<file path="src/rtl/priority_index_decoder16_if.sv">
// Handshake bundle for the priority index decoder: index beats in, rebuilt frames out.
interface priority_index_decoder16_if #(
  parameter int unsigned WIDTH = 16,
  parameter int unsigned IDXW  = 4
);
  logic            in_valid;
  logic            in_ready;
  logic [IDXW-1:0] in_idx;
  logic            in_null;
  logic            in_last;
  logic            out_valid;
  logic            out_ready;
  logic [WIDTH-1:0] out_vec;
  logic [IDXW:0]   out_count;
  logic            out_dup;

  modport master (
    output in_valid, in_idx, in_null, in_last, out_ready,
    input  in_ready, out_valid, out_vec, out_count, out_dup
  );

  modport slave (
    input  in_valid, in_idx, in_null, in_last, out_ready,
    output in_ready, out_valid, out_vec, out_count, out_dup
  );
endinterface

</file>
<file path="src/rtl/priority_index_decoder16.sv">
// Rebuilds an MSB-first priority vector from a framed stream of indices and
// presents each completed frame with its popcount and a duplicate flag.
module priority_index_decoder16 #(
  parameter int unsigned WIDTH = 16,
  parameter int unsigned IDXW  = 4
) (
  input  logic                        clk,
  input  logic                        rst,
  priority_index_decoder16_if.slave   bus
);

  if (IDXW != $clog2(WIDTH) || (WIDTH & (WIDTH - 1)) != 0) begin : g_param_check
    $error("priority_index_decoder16: WIDTH must be a power of two and IDXW == log2(WIDTH)");
  end

  typedef enum logic {IDLE, ACCUM} state_t;

  state_t           state;
  logic [WIDTH-1:0] acc;
  logic             dup_acc;
  logic             out_valid;
  logic [WIDTH-1:0] out_vec;
  logic [IDXW:0]    out_count;
  logic             out_dup;

  logic             in_ready;
  logic             accept;
  logic [WIDTH-1:0] base;
  logic [WIDTH-1:0] onehot;
  logic [WIDTH-1:0] next_vec;
  logic             next_dup;
  logic [IDXW:0]    next_count;

  always_comb begin
    in_ready = !out_valid || bus.out_ready;
    accept   = bus.in_valid && in_ready;
    base     = (state == IDLE) ? '0 : acc;
    // WIDTH is 2**IDXW, so ~idx equals WIDTH-1-idx
    onehot   = bus.in_null ? '0 : (WIDTH'(1) << (~bus.in_idx));
    next_vec = base | onehot;
    next_dup = ((state == IDLE) ? 1'b0 : dup_acc) || ((base & onehot) != '0);
    next_count = '0;
    for (int unsigned i = 0; i < WIDTH; i++) begin
      next_count = next_count + (IDXW+1)'(next_vec[i]);
    end
  end

  always_ff @(posedge clk or posedge rst) begin
    if (rst) begin
      state     <= IDLE;
      acc       <= '0;
      dup_acc   <= 1'b0;
      out_valid <= 1'b0;
      out_vec   <= '0;
      out_count <= '0;
      out_dup   <= 1'b0;
    end else begin
      if (out_valid && bus.out_ready) begin
        out_valid <= 1'b0;
      end
      if (accept) begin
        if (bus.in_last) begin
          out_vec   <= next_vec;
          out_count <= next_count;
          out_dup   <= next_dup;
          out_valid <= 1'b1;
          acc       <= '0;
          dup_acc   <= 1'b0;
          state     <= IDLE;
        end else begin
          acc       <= next_vec;
          dup_acc   <= next_dup;
          state     <= ACCUM;
        end
      end
    end
  end

  assign bus.in_ready  = in_ready;
  assign bus.out_valid = out_valid;
  assign bus.out_vec   = out_vec;
  assign bus.out_count = out_count;
  assign bus.out_dup   = out_dup;

endmodule

</file>
<file path="src/flat_wrapper.sv">
// flat-port wrapper written by rule: the top's interface ports become plain ports
module priority_index_decoder16_flat 
#(
  parameter int unsigned WIDTH = 16,
  parameter int unsigned IDXW  = 4
)
  (clk, rst, bus_in_valid, bus_in_idx, bus_in_null, bus_in_last, bus_out_ready, bus_in_ready, bus_out_valid, bus_out_vec, bus_out_count, bus_out_dup);
  priority_index_decoder16_if #(.WIDTH(WIDTH), .IDXW(IDXW)) bus_i ();
  input  logic clk;
  input  logic rst;
  input wire logic [$bits(bus_i.in_valid)-1:0] bus_in_valid;
  input wire logic [$bits(bus_i.in_idx)-1:0] bus_in_idx;
  input wire logic [$bits(bus_i.in_null)-1:0] bus_in_null;
  input wire logic [$bits(bus_i.in_last)-1:0] bus_in_last;
  input wire logic [$bits(bus_i.out_ready)-1:0] bus_out_ready;
  output wire logic [$bits(bus_i.in_ready)-1:0] bus_in_ready;
  output wire logic [$bits(bus_i.out_valid)-1:0] bus_out_valid;
  output wire logic [$bits(bus_i.out_vec)-1:0] bus_out_vec;
  output wire logic [$bits(bus_i.out_count)-1:0] bus_out_count;
  output wire logic [$bits(bus_i.out_dup)-1:0] bus_out_dup;
  assign bus_i.in_valid = bus_in_valid;
  assign bus_i.in_idx = bus_in_idx;
  assign bus_i.in_null = bus_in_null;
  assign bus_i.in_last = bus_in_last;
  assign bus_i.out_ready = bus_out_ready;
  assign bus_in_ready = bus_i.in_ready;
  assign bus_out_valid = bus_i.out_valid;
  assign bus_out_vec = bus_i.out_vec;
  assign bus_out_count = bus_i.out_count;
  assign bus_out_dup = bus_i.out_dup;
  priority_index_decoder16 #(.WIDTH(WIDTH), .IDXW(IDXW)) u_core (.clk(clk), .rst(rst), .bus(bus_i));
endmodule
</file>
<file path="config.mk">
export PLATFORM = sky130hd
export DESIGN_NAME = priority_index_decoder16_flat
export DESIGN_NICKNAME = d
export VERILOG_FILES = /design/src/rtl/priority_index_decoder16_if.sv /design/src/rtl/priority_index_decoder16.sv /design/src/flat_wrapper.sv
export SDC_FILE = /design/constraint.sdc
export NUM_CORES = 1
export LEC_CHECK = 0
export BUFFER_PORTS_ARGS = -buffer_cell sky130_fd_sc_hd__buf_2
export CAP_MARGIN = 10
export CORE_AREA = 4 4 73 75
export CTS_CLUSTER_SIZE = 28
export DETAILED_ROUTE_END_ITERATION = 10
export DIE_AREA = 0 0 77 79
export GPL_TIMING_DRIVEN = 0
export PLACE_DENSITY = 0.67
export SYNTH_ARGS = -nofsm -noshare
export SYNTH_HDL_FRONTEND = slang
export SYNTH_SLANG_ARGS = --single-unit
export TNS_END_PERCENT = 50
</file>
<file path="constraint.sdc">
create_clock -name clk -period 5.2 [get_ports clk]
set_input_delay 0 -clock clk [delete_from_list [all_inputs] [get_ports clk]]
set_output_delay 0 -clock clk [all_outputs]
set_load 0.005 [all_outputs]
</file>
== Yosys cells after proc, flatten, opt, wreduce, memory -nomap -nowiden ==
Cells that the tools add are included.
Storage, ports and cells
  bits in registers: 41
  output and inout port bits: 24
  word-level logic and storage cells: 42
Operators by class
  add/subtract/negate cells: 15
  shift-type cells: 1
  muxes and demuxes: 9
  bitwise logic cells: 3
  reductions and logical operators: 7
Operators by type and width (count)
  $add A5 B1 Y5: 14
  $mux W16: 3
  $and A16 B16 Y16: 1
  $or A16 B16 Y16: 1
  $reduce_bool A16 Y1: 1
  $shl A1 B4 Y16 const A: 1
  $mux W1: 6
  $not A4 Y4: 1
  $add A1 B1 Y2: 1
  $logic_and A1 B1 Y1: 2
  $logic_or A1 B1 Y1: 2
  $reduce_and A2 Y1: 1
  $logic_not A1 Y1: 1

== Depth between registers and ports, before layout ==
Gate-level depths: netlist of the first run.
  depth in word-level cells: 19
  gate-level depth with buffers: 18
  depth with buffers taken out: 17

== Least setup slack after synthesis of the first run ==
No wires, ideal clock.
  kind: reg-to-reg
  from: register u_core.state
  to: register u_core.out_count[4], in the netlist u_core.bus.out_count[4]
  setup time: 0.135 ns
  arrival: 4.297 ns
  required time: 5.065 ns
  path slack: 0.767 ns
  stages on the path, launching flop included: 17
  path buffers: 1
  cell sequence: dfrtp_1 > buf_6 > a32o_1 > ha_1 > inv_1 > fa_1 > inv_1 > fa_1 > fa_1 > inv_1 > fa_1 > inv_1 > fa_1 > fa_1 > a21o_1 > nand2_1 > o21ai_0
Between the ends
  word-level cells in the longest chain between the ends: 17
RTL lines
  start, declared: line priority_index_decoder16.sv:18  | state_t state;
  start signal, assigned: line priority_index_decoder16.sv:50  | state <= IDLE;
  start signal, assigned: line priority_index_decoder16.sv:69  | state <= IDLE;
  start signal, assigned: line priority_index_decoder16.sv:73  | state <= ACCUM;
  $mux W16: line priority_index_decoder16.sv:37  | base = (state == IDLE) ? '0 : acc;
  $or A16 B16 Y16: line priority_index_decoder16.sv:40  | next_vec = base | onehot;
  named net u_core.next_vec[1]: line priority_index_decoder16.sv:30  | logic [WIDTH-1:0] next_vec;
  $add A1 B1 Y2: line priority_index_decoder16.sv:44  | next_count = next_count + (IDXW+1)'(next_vec[i]);
  $add A5 B1 Y5 (14 in series): line priority_index_decoder16.sv:44
  end signal, assigned: line priority_index_decoder16.sv:64  | out_count <= next_count;
  end, declared: line priority_index_decoder16.sv:23  | logic [IDXW:0] out_count;
The timed path passes the listed nets, and every way through them passes these cells.
A chain may end at the register's enable or synchronous reset.

== Final worst setup path of the first run ==
Same ends and word-level chain as after synthesis.

==> results of run 1 <==
## Yosys cell counts, types with 3 or more instances
library cell | number | area (um^2)
dfrtp_1 | 41 | 1026
nand2_1 | 30 | 112.6
inv_1 | 16 | 60.06
o21ai_0 | 15 | 75.07
fa_1 | 10 | 200.2
mux2_2 | 10 | 112.6
a32o_1 | 8 | 80.08
a22o_1 | 6 | 52.55
a22oi_1 | 6 | 45.04
o21ai_1 | 6 | 30.03
ha_1 | 5 | 62.56
o31ai_1 | 5 | 37.54
a21oi_1 | 4 | 20.02
clkbuf_1 | 4 | 15.01
a32oi_1 | 3 | 26.28
buf_6 | 3 | 33.78
nor2_1 | 3 | 11.26
nor2b_1 | 3 | 18.77
## flip-flops by register name, indices dropped and copies added, names as in the netlist
| signal | cells |
|---|---|
| u_core.acc | 16 |
| u_core.bus.out_vec | 16 |
| u_core.bus.out_count | 5 |
| u_core.bus.out_dup | 1 |
| u_core.bus.out_valid | 1 |
| u_core.dup_acc | 1 |
| u_core.state | 1 |
## metal layers
layer	part of all wire	vias to the layer above	wire length [um]
met4	0.022	0	110
met5	0	-	0
li1	-	818	-
met1	0.47	841	2342
met3	0.049	10	249
met2	0.46	50	2330
## power groups by stage
stage	Clock [mW]	Combinational, mW	Sequential (mW)
after floorplan	0	0.0905	0.359
after global placement	0	0.137	0.358
after detailed placement	0	0.137	0.359
after CTS	0.262	0.141	0.353
after global routing	0.280	0.159	0.356
final	0.257	0.139	0.352
## cell type report
type / count / share of cell area
Multi-Input combinational cell: 137 / 0.4188
Sequential cell: 41 / 0.3881
Timing Repair Buffer: 32 / 0.06436
Buffer: 13 / 0.03833
Clock buffer: 6 / 0.02745
Tap cell: 54 / 0.02556
Inverter: 16 / 0.02272
Clock inverter: 2 / 0.01467
## final timing paths
path	from	to	slack, ns	cells past startpoint
worst max-delay path	u_core.state	u_core.bus.out_count[4]	0.57	16
worst min-delay path	bus_in_idx[2]	u_core.acc[10]	0.09	3
worst max register to register	u_core.state	u_core.bus.out_count[4]	0.57	16
worst min register to register	u_core.bus.out_vec[12]	u_core.bus.out_vec[12]	0.48	2
max in group asynchronous	rst	u_core.bus.out_count[1]	4.23	3
min in group asynchronous	rst	u_core.bus.out_count[2]	0.43	3
## per-stage QoR
stage | area, um^2 | util | total power, mW | worst slack [ns]
floorplan | 2295 | - | 0.4495 | 0.7675
global placement | 2512 | 0.5391 | 0.4949 | 0.5666
detailed placement | 2512 | 0.5391 | 0.4955 | 0.5412
CTS | 2644 | 0.5672 | 0.7557 | 0.5251
global route | 2644 | 0.5672 | 0.7937 | 0.3073
finish | 2644 | 0.5672 | 0.7487 | 0.5714
## logic make-up after synthesis
kind of cell               after synthesis  share of synthesized area
AOI/OAI and AO/OA                       61                     0.1908
adders and majority gates               15                     0.1145
xor gates and xnor gates                 2                   0.007635
buffers and inverters                   29                    0.07033
and+or+nand+nor                         46                     0.1020
muxes                                   13                    0.06761
DFF                                     41                     0.4471
## critical path: stages (launching register included)
cell     delay [ns]
dfrtp_1        0.39
buf_6          0.15
a32o_1         0.25
ha_1           0.28
inv_1          0.04
fa_1           0.47
inv_1          0.05
fa_1           0.50
fa_1           0.55
inv_1          0.06
fa_1           0.51
inv_1          0.06
fa_1           0.46
fa_1           0.42
a21o_1         0.20
nand2_1        0.06
o21ai_0        0.06
==> flow_summary.ini, run 1 <==
[synth]
ys.flop_type = dfrtp_1
syn-cell-area_um2 = 2295
syn_area_per_cell_um2 = 11.09
yosys_register_bits = 41
synth_edf_count = 0
ys_async_sr_fraction = 1.000
synth_nets = 232
synth_seq_area_share = 0.4471
syn_inst = 207
ys_types = 42
yosysWarnings = 0

[outcome]
status = complete, no violations

[clock_tree]
clk_pin_slew_ns = 0.08
cts-root-buf = clkbuf_8
postCtsResizedCells = 0
hold_buffers = 2
htree_levels = 2
clkLatencyLatePin_ns = 0.29
cts_tree = done
cts_sinks = 41
clockBufferDepth = 2
postCtsSetupBuffers = 0
cts_buffers = 5

[timing]
hold_slack_ns = 0.08952
tightest_slew_ns = 0.8538
fin_crit_ns = 4.629
fmax_mhz = 216.0
finalCritPeriodShare = 0.8901
rsz0062_at_grt = false
drv_slew = 0
final_hold_viol_count = 0
setup_viol = 0
relSlewSlack = 0.4300
setup_tns_ns = 0
finalClockSkew_ns = 0.003606

[power]
pwr-share-comb = 0.186
p_sw_mw = 0.2062
sequentialPowerShare = 0.471
p_int_mw = 0.5425
switching_share = 0.2755
leakage_nw = 1.324
pwr-share-clk = 0.344
vdd_drop_max_uv = 180.3
p_per_area_nw_per_um2 = 283.2

[finish]
final_cell_count_no_fill = 301
syn_to_final_growth_pct = 15.21
diodes = 0
final_common_cell = dfrtp_1
nets = 271
final_cell_mix = dfrtp_1, buf_2, nand2_1
multi_input_area_um2 = 1107
fill_cells = 423
layout-drive-gt1-share = 0.2591
regArea_um2 = 1026

[grt]
use_met2 = 0.2866
grt_use_met1 = 0.2696
grt_pass1_vias = 1715
grt_busiest_layer = met2
grt_max_degree = 42
antenna_found_initial = 0
grt_pass1_wl_mm = 8.956
use_met3 = 0.03401
grt-ovfl-total = 0
track_usage = 0.1869

[placed_design]
placed_cells = 291
io_buffers = 30
dp_hpwl_mm = 3.729
gp_congestion = 0.9000

[worst_setup_path]
critPathArrivalTime_ns = 4.79
worstSetupPathType = flip-flop to flip-flop
cp-start-kind = flip-flop
worstPathRequired_ns = 5.36
path_max_fanout = 10
critPathCaptureType = flip-flop

[worst_hold_path]
hold_class = input pin to flip-flop

[route]
post_drt_via_cell_ratio = 5.711
vias = 1719
drc = 0
dr.pass1.iters = 4
routed_wl_mm = 5.032
drt_iter0_drc = 184
drt-wirelength-per-cell_um = 16.72
antenna_left = 0

[floorplan]
die_area_um2 = 6083
io_pins = 34
die-height_um = 79
core_um2 = 4661
start_util = 0.4923
fp-row-count = 25
die_x_um = 77

[job]
drv_cap = 0
Power figures use the tool's default switching activity.
==> run 2, diff against run 1 <==
--- a/config.mk
+++ b/config.mk
@@ -5,12 +5,13 @@
 export SDC_FILE = /design/constraint.sdc
 export NUM_CORES = 1
 export LEC_CHECK = 0
+export ABC_AREA = 1
 export BUFFER_PORTS_ARGS = -buffer_cell sky130_fd_sc_hd__buf_2
 export CAP_MARGIN = 10
-export CORE_AREA = 4 4 73 75
+export CORE_AREA = 4 4 74 76
 export CTS_CLUSTER_SIZE = 28
 export DETAILED_ROUTE_END_ITERATION = 10
-export DIE_AREA = 0 0 77 79
+export DIE_AREA = 0 0 78 80
 export GPL_TIMING_DRIVEN = 0
 export PLACE_DENSITY = 0.67
 export SYNTH_ARGS = -nofsm -noshare
==> flow_summary.ini, run 2 <==
[power]
p_sw_mw = 0.1770
leakage_nw = 1.561
sequentialPowerShare = 0.530
p_int_mw = 0.4663
p_per_area_nw_per_um2 = 237.9
p_total_mw = 0.6433
pwr-share-comb = 0.164
switching_share = 0.2752
pwr-share-clk = 0.306
vdd_drop_max_uv = 184.3

[placed_design]
gp_congestion = 0.8987
pre_cts_slack_ns = 0.2855
io_buffers = 31
dp_hpwl_mm = 4.026

[worst_setup_path]
worstSetupEndpoint = u_core.bus.out_count[2]
cp.depth = 17
critPathBufInv = 6
critPathCaptureType = flip-flop
cp-start-kind = flip-flop
worstSetupPathType = flip-flop to flip-flop
path_delay_family = adder cells
critPathArrivalTime_ns = 5.14
crit_top_cell = fa_1
worstPathCellList = buf_2 -> clkbuf_8 -> nand2_1 -> o21ai_0 -> ha_1 -> inv_1 -> fa_1 -> inv_1 -> fa_1 -> fa_1 -> inv_1 -> fa_1 -> inv_1 -> fa_1 -> fa_1 -> xnor2_1 -> o21ai_0
rrSetupSlack_ns = 0.27
critPathMaxStageDelay_ns = 0.56
path_max_fanout = 10
r2r_cells = 17
r2r-start = u_core.state
r2r_end = u_core.bus.out_count[2]
worstPathRequired_ns = 5.41
crit_start = u_core.state
slowest_stage = fa_1

[finish]
final_common_cell = nand2_1
final_cell_mix = nand2_1, inv_1, dfrtp_1
layout-drive-gt1-share = 0.1607
syn_to_final_growth_pct = 14.34
nets = 360
reg_top3 = u_core.acc (16), u_core.bus.out_vec (16), u_core.bus.out_count (5)
diodes = 0

[synth]
syn_inst = 295
synthTopCellsByCount = nand2_1, inv_1, dfrtp_1, o21ai_0, nor2_1
synth_mux_area_frac = 0
yosys-top-cells-area = dfrtp_1, nand2_1, fa_1
ys_async_sr_fraction = 1.000
syn_area_per_cell_um2 = 8.016
yosysTopAreaCell = dfrtp_1
synth_nets = 320
ys.flop_type = dfrtp_1
synth_compound_area_frac = 0.09471
yosysMostFrequentCell = nand2_1
synth_fa_ha_area_frac = 0.1111
synth_seq_area_share = 0.4339
ys_types = 25
synth-simple-area-share = 0.2497
synth_top_family_by_area = simple AND/OR/NAND/NOR gates
yosys_register_bits = 41
yosysWarnings = 0
synth-xor-area-share = 0.007407
synth_edf_count = 0
synth_top_area_share = 0.4339
syn-cell-area_um2 = 2365

[grt]
track_usage = 0.1912
grt_pass1_wl_mm = 9.321
antenna_found_initial = 0
grt-ovfl-total = 0
grt_busiest_layer = met2
use_met3 = 0.03612
grt_use_met1 = 0.2569
use_met2 = 0.3091
grt_max_degree = 42
grt_pass1_vias = 2010

[timing]
relSlewSlack = 0.4373
fmax_mhz = 203.0
setup_viol = 0
finalCritPeriodShare = 0.9472
tightest_slew_ns = 0.8429
rsz0062_at_grt = false
fin_crit_ns = 4.925
hold_slack_ns = 0.02879
fin_ws_ns = 0.2746
finalClockSkew_ns = 0.005991
drv_slew = 0
final_hold_viol_count = 0
setup_tns_ns = 0

[floorplan]
io_pins = 34
die-height_um = 80
core_um2 = 4723
die_area_um2 = 6240
start_util = 0.5007
die_x_um = 78
fp-row-count = 25

[clock_tree]
postCtsSetupBuffers = 0
cts-root-buf = clkbuf_8
htree_levels = 2
clockBufferDepth = 2
clkLatencyLatePin_ns = 0.29
cts_sinks = 41
cts_tree = done
clk_pin_slew_ns = 0.07
cts_buffers = 5

[worst_hold_path]
hold_path.startpoint = bus_in_last
hold_class = input pin to flip-flop
hold_depth = 4

[outcome]
status = complete, no violations

[route]
drt-wirelength-per-cell_um = 12.90
post_drt_via_cell_ratio = 4.834
dr.pass1.iters = 4
antenna_left = 0
vias = 1948
drc = 0
routed_wl_mm = 5.199
drt_iter0_drc = 86

[job]
drv_cap = 0
## run 2: cell count changes after synthesis, moves of 10 or more
cell	previous run	this run
nand2_1	30	93
inv_1	16	45
o21ai_0	15	34
nor2_1	3	21
mux2_2	10	0
nand3_1	1	11
## run 2: metal layers
layer	part of all wire	routed length (um)	vias to the layer above
li1	-	-	985
met1	0.48	2493	922
met5	0	0	-
met3	0.037	193	8
met4	0.020	106	0
met2	0.46	2404	33
## run 2: repair_timing
action | in CTS | in global routing
hold endpoints to repair | 42 | 0
hold buffers | 2 | 0
gates resized for setup | 0 | 0
## run 2: worst reg2reg max path, stage by stage, from the launching register on
cell,delay (ns)
dfrtp_1,0.36
buf_2,0.17
clkbuf_8,0.18
nand2_1,0.08
o21ai_0,0.24
ha_1,0.37
inv_1,0.04
fa_1,0.48
inv_1,0.06
fa_1,0.50
fa_1,0.56
inv_1,0.06
fa_1,0.49
inv_1,0.06
fa_1,0.46
fa_1,0.42
xnor2_1,0.14
o21ai_0,0.16
## run 2: cell families (layout without fill, tap and decap cells)
family | Yosys count | after routing
AOI/OAI and AO/OA | 43 | 43
buffers and inverters | 56 | 97
DFF | 41 | 41
and+or+nand+nor | 138 | 138
adders and majority gates | 15 | 15
xor gates and xnor gates | 2 | 2
## run 2: stage by stage
step                cell area, um^2  std cells    util
finish                         2704        403  0.5725
global route                   2704        403  0.5725
CTS                            2704        403  0.5725
detailed placement             2604        393  0.5513
global placement               2604        393  0.5513
floorplan                      2365        295       -
## run 2: how the worst min path moves through the flow
stage / endpoint / slack (ns)
after floorplan: bus_in_ready / 0.1
after global placement: u_core.bus.out_valid / 0.27
after detailed placement: u_core.bus.out_count[4] / 0.23
after CTS: u_core.acc[1] / 0.03
after global routing: u_core.acc[1] / 0.08
final: u_core.acc[1] / 0.03
## run 2: cell type report
| type | instances | area, um^2 |
|---|---|---|
| tap | 67 | 83.83 |
| fill | 460 | 2019 |
| clock buffer | 8 | 80.08 |
| buffer | 10 | 71.32 |
| multi-input combinational | 198 | 1095 |
| sequential | 41 | 1026 |
| inverter | 46 | 172.7 |
| timing repair buffer | 33 | 175.2 |
## run 2: power by group through the flow
stage	combinational, mW	sequential, mW	clock (mW)
after floorplan	0.0674	0.348	0
after global placement	0.106	0.347	0
after detailed placement	0.107	0.347	0
after CTS	0.109	0.341	0.202
after global routing	0.123	0.343	0.217
final	0.106	0.341	0.197
==> run 3, diff against run 2 <==
--- a/config.mk
+++ b/config.mk
@@ -14,6 +14,7 @@
 export DIE_AREA = 0 0 78 80
 export GPL_TIMING_DRIVEN = 0
 export PLACE_DENSITY = 0.67
+export SETUP_SLACK_MARGIN = 0.5
 export SYNTH_ARGS = -nofsm -noshare
 export SYNTH_HDL_FRONTEND = slang
 export SYNTH_SLANG_ARGS = --single-unit
==> flow_summary.ini, run 3 (synthesized netlist as in run 2, its figures left out) <==
[outcome]
status = complete, no violations

[finish]
diodes = 0
fin_util = 0.5807
final_cell_mix = nand2_1, inv_1, dfrtp_1
fill_cells = 456
syn_to_final_growth_pct = 15.98
nets = 361
final_cell_count_no_fill = 404
layout-drive-gt1-share = 0.1780
final_common_cell = nand2_1
reg_top3 = u_core.acc (16), u_core.bus.out_vec (16), u_core.bus.out_count (5)

[clock_tree]
cts_tree = done
cts_buffers = 5
clk_pin_slew_ns = 0.08
clkLatencyLatePin_ns = 0.29
htree_levels = 2
clockBufferDepth = 2
cts_sinks = 41
cts-root-buf = clkbuf_8

[timing]
finalCritPeriodShare = 0.8733
rsz0062_at_grt = false
fin_crit_ns = 4.541
finalClockSkew_ns = 0.006052
fin_ws_ns = 0.6586
setup_viol = 0
setup_tns_ns = 0
final_hold_viol_count = 0
fmax_mhz = 220.2
relSlewSlack = 0.4409
tightest_slew_ns = 0.8374
hold_slack_ns = 0.02748
drv_slew = 0

[floorplan]
die-height_um = 80
start_util = 0.5007
core_um2 = 4723
die_area_um2 = 6240
io_pins = 34
fp-row-count = 25
die_x_um = 78

[route]
drt-wirelength-per-cell_um = 12.98
antenna_left = 0
routed_wl_mm = 5.243
vias = 1952
post_drt_via_cell_ratio = 4.832
drc = 0
dr.pass1.iters = 4
drt_iter0_drc = 91

[placed_design]
io_buffers = 31
gp_congestion = 0.8987
placed_cells = 393
dp_hpwl_mm = 4.026
pre_cts_slack_ns = 0.2855

[grt]
antenna_found_initial = 0
grt_pass1_wl_mm = 9.266
grt-ovfl-total = 0
grt_pass1_vias = 2011
track_usage = 0.1903
grt_max_degree = 42

[power]
vdd_drop_max_uv = 184.4
leakage_nw = 1.564
p_per_area_nw_per_um2 = 235.7

[worst_setup_path]
crit_top_cell = inv_1
worstPathRequired_ns = 5.43
critPathMaxStageDelay_ns = 0.57
path_max_fanout = 10
critPathArrivalTime_ns = 4.77
path_delay_family = adder cells
worstSetupPathType = flip-flop to flip-flop
critPathCaptureType = flip-flop
critPathBufInv = 8
slowest_stage = fa_2
worstPathCellList = buf_6 -> buf_8 -> nand2_1 -> inv_1 -> nor2_2 -> inv_1 -> ha_4 -> inv_1 -> fa_1 -> inv_1 -> fa_1 -> fa_1 -> inv_1 -> fa_1 -> inv_1 -> fa_2 -> fa_2 -> nand2_1 -> nand2_1
cp-start-kind = flip-flop

[worst_hold_path]
hold_class = input pin to flip-flop

[job]
drv_cap = 0
[run 3: tightest hold or removal path, delay by kind of cell]
kind                   cells  cell delay [ns]
and+or+nand+nor            2             0.14
buffers and inverters      2             0.14
[run 3: worst paths after layout]
path	startpoint	end	slack, ns	cells after the start
max	u_core.state	u_core.bus.out_count[1]	0.66	19
min	bus_in_last	u_core.acc[1]	0.03	4
max reg2reg	u_core.state	u_core.bus.out_count[1]	0.66	19
min reg2reg	u_core.bus.out_count[0]	u_core.bus.out_count[0]	0.47	2
max in group asynchronous	rst	u_core.bus.out_vec[13]	4.25	3
min in group asynchronous	rst	u_core.bus.out_valid	0.43	3
[run 3: layer usage]
layer	track usage	share of wire	up-vias
met5	0	0	-
met3	0.03612	0.040	8
li1	-	-	986
met1	0.2533	0.47	923
met2	0.3099	0.47	35
met4	0.06993	0.020	0
[run 3: cell type report]
cell class	instances	area, um^2	share of cell area
Sequential cell	41	1026	0.3741
Buffer	10	78.83	0.02874
Multi-Input combinational cell	198	1119	0.4078
Timing Repair Buffer	34	182.7	0.06661
Inverter	46	172.7	0.06296
Clock buffer	8	80.08	0.02920
Tap cell	67	83.83	0.03057
[run 3: repair_timing]
| action | 4_1_cts | 5_1_grt |
|---|---|---|
| hold buffers | 2 | 0 |
| pin swaps | 1 | 7 |
| gates resized for setup | 5 | 5 |
| setup endpoints to repair | 4 | 3 |
| setup buffers | 0 | 1 |
| hold endpoints to repair | 42 | 0 |
[run 3: report_power, final]
group	switching [mW]	internal (mW)	leakage [nW]	total [mW]
registers	0.00721	0.334	0.564	0.341
logic	0.0689	0.0397	0.960	0.109
clock network	0.101	0.0953	0.0395	0.197
[run 3: through the flow]
step	cell area, um^2	total power [mW]
after floorplan	2365	0.4155
after CTS	2714	0.6535
after detailed placement	2604	0.4540
after global placement	2604	0.4522
after global routing	2743	0.6857
final	2743	0.6464
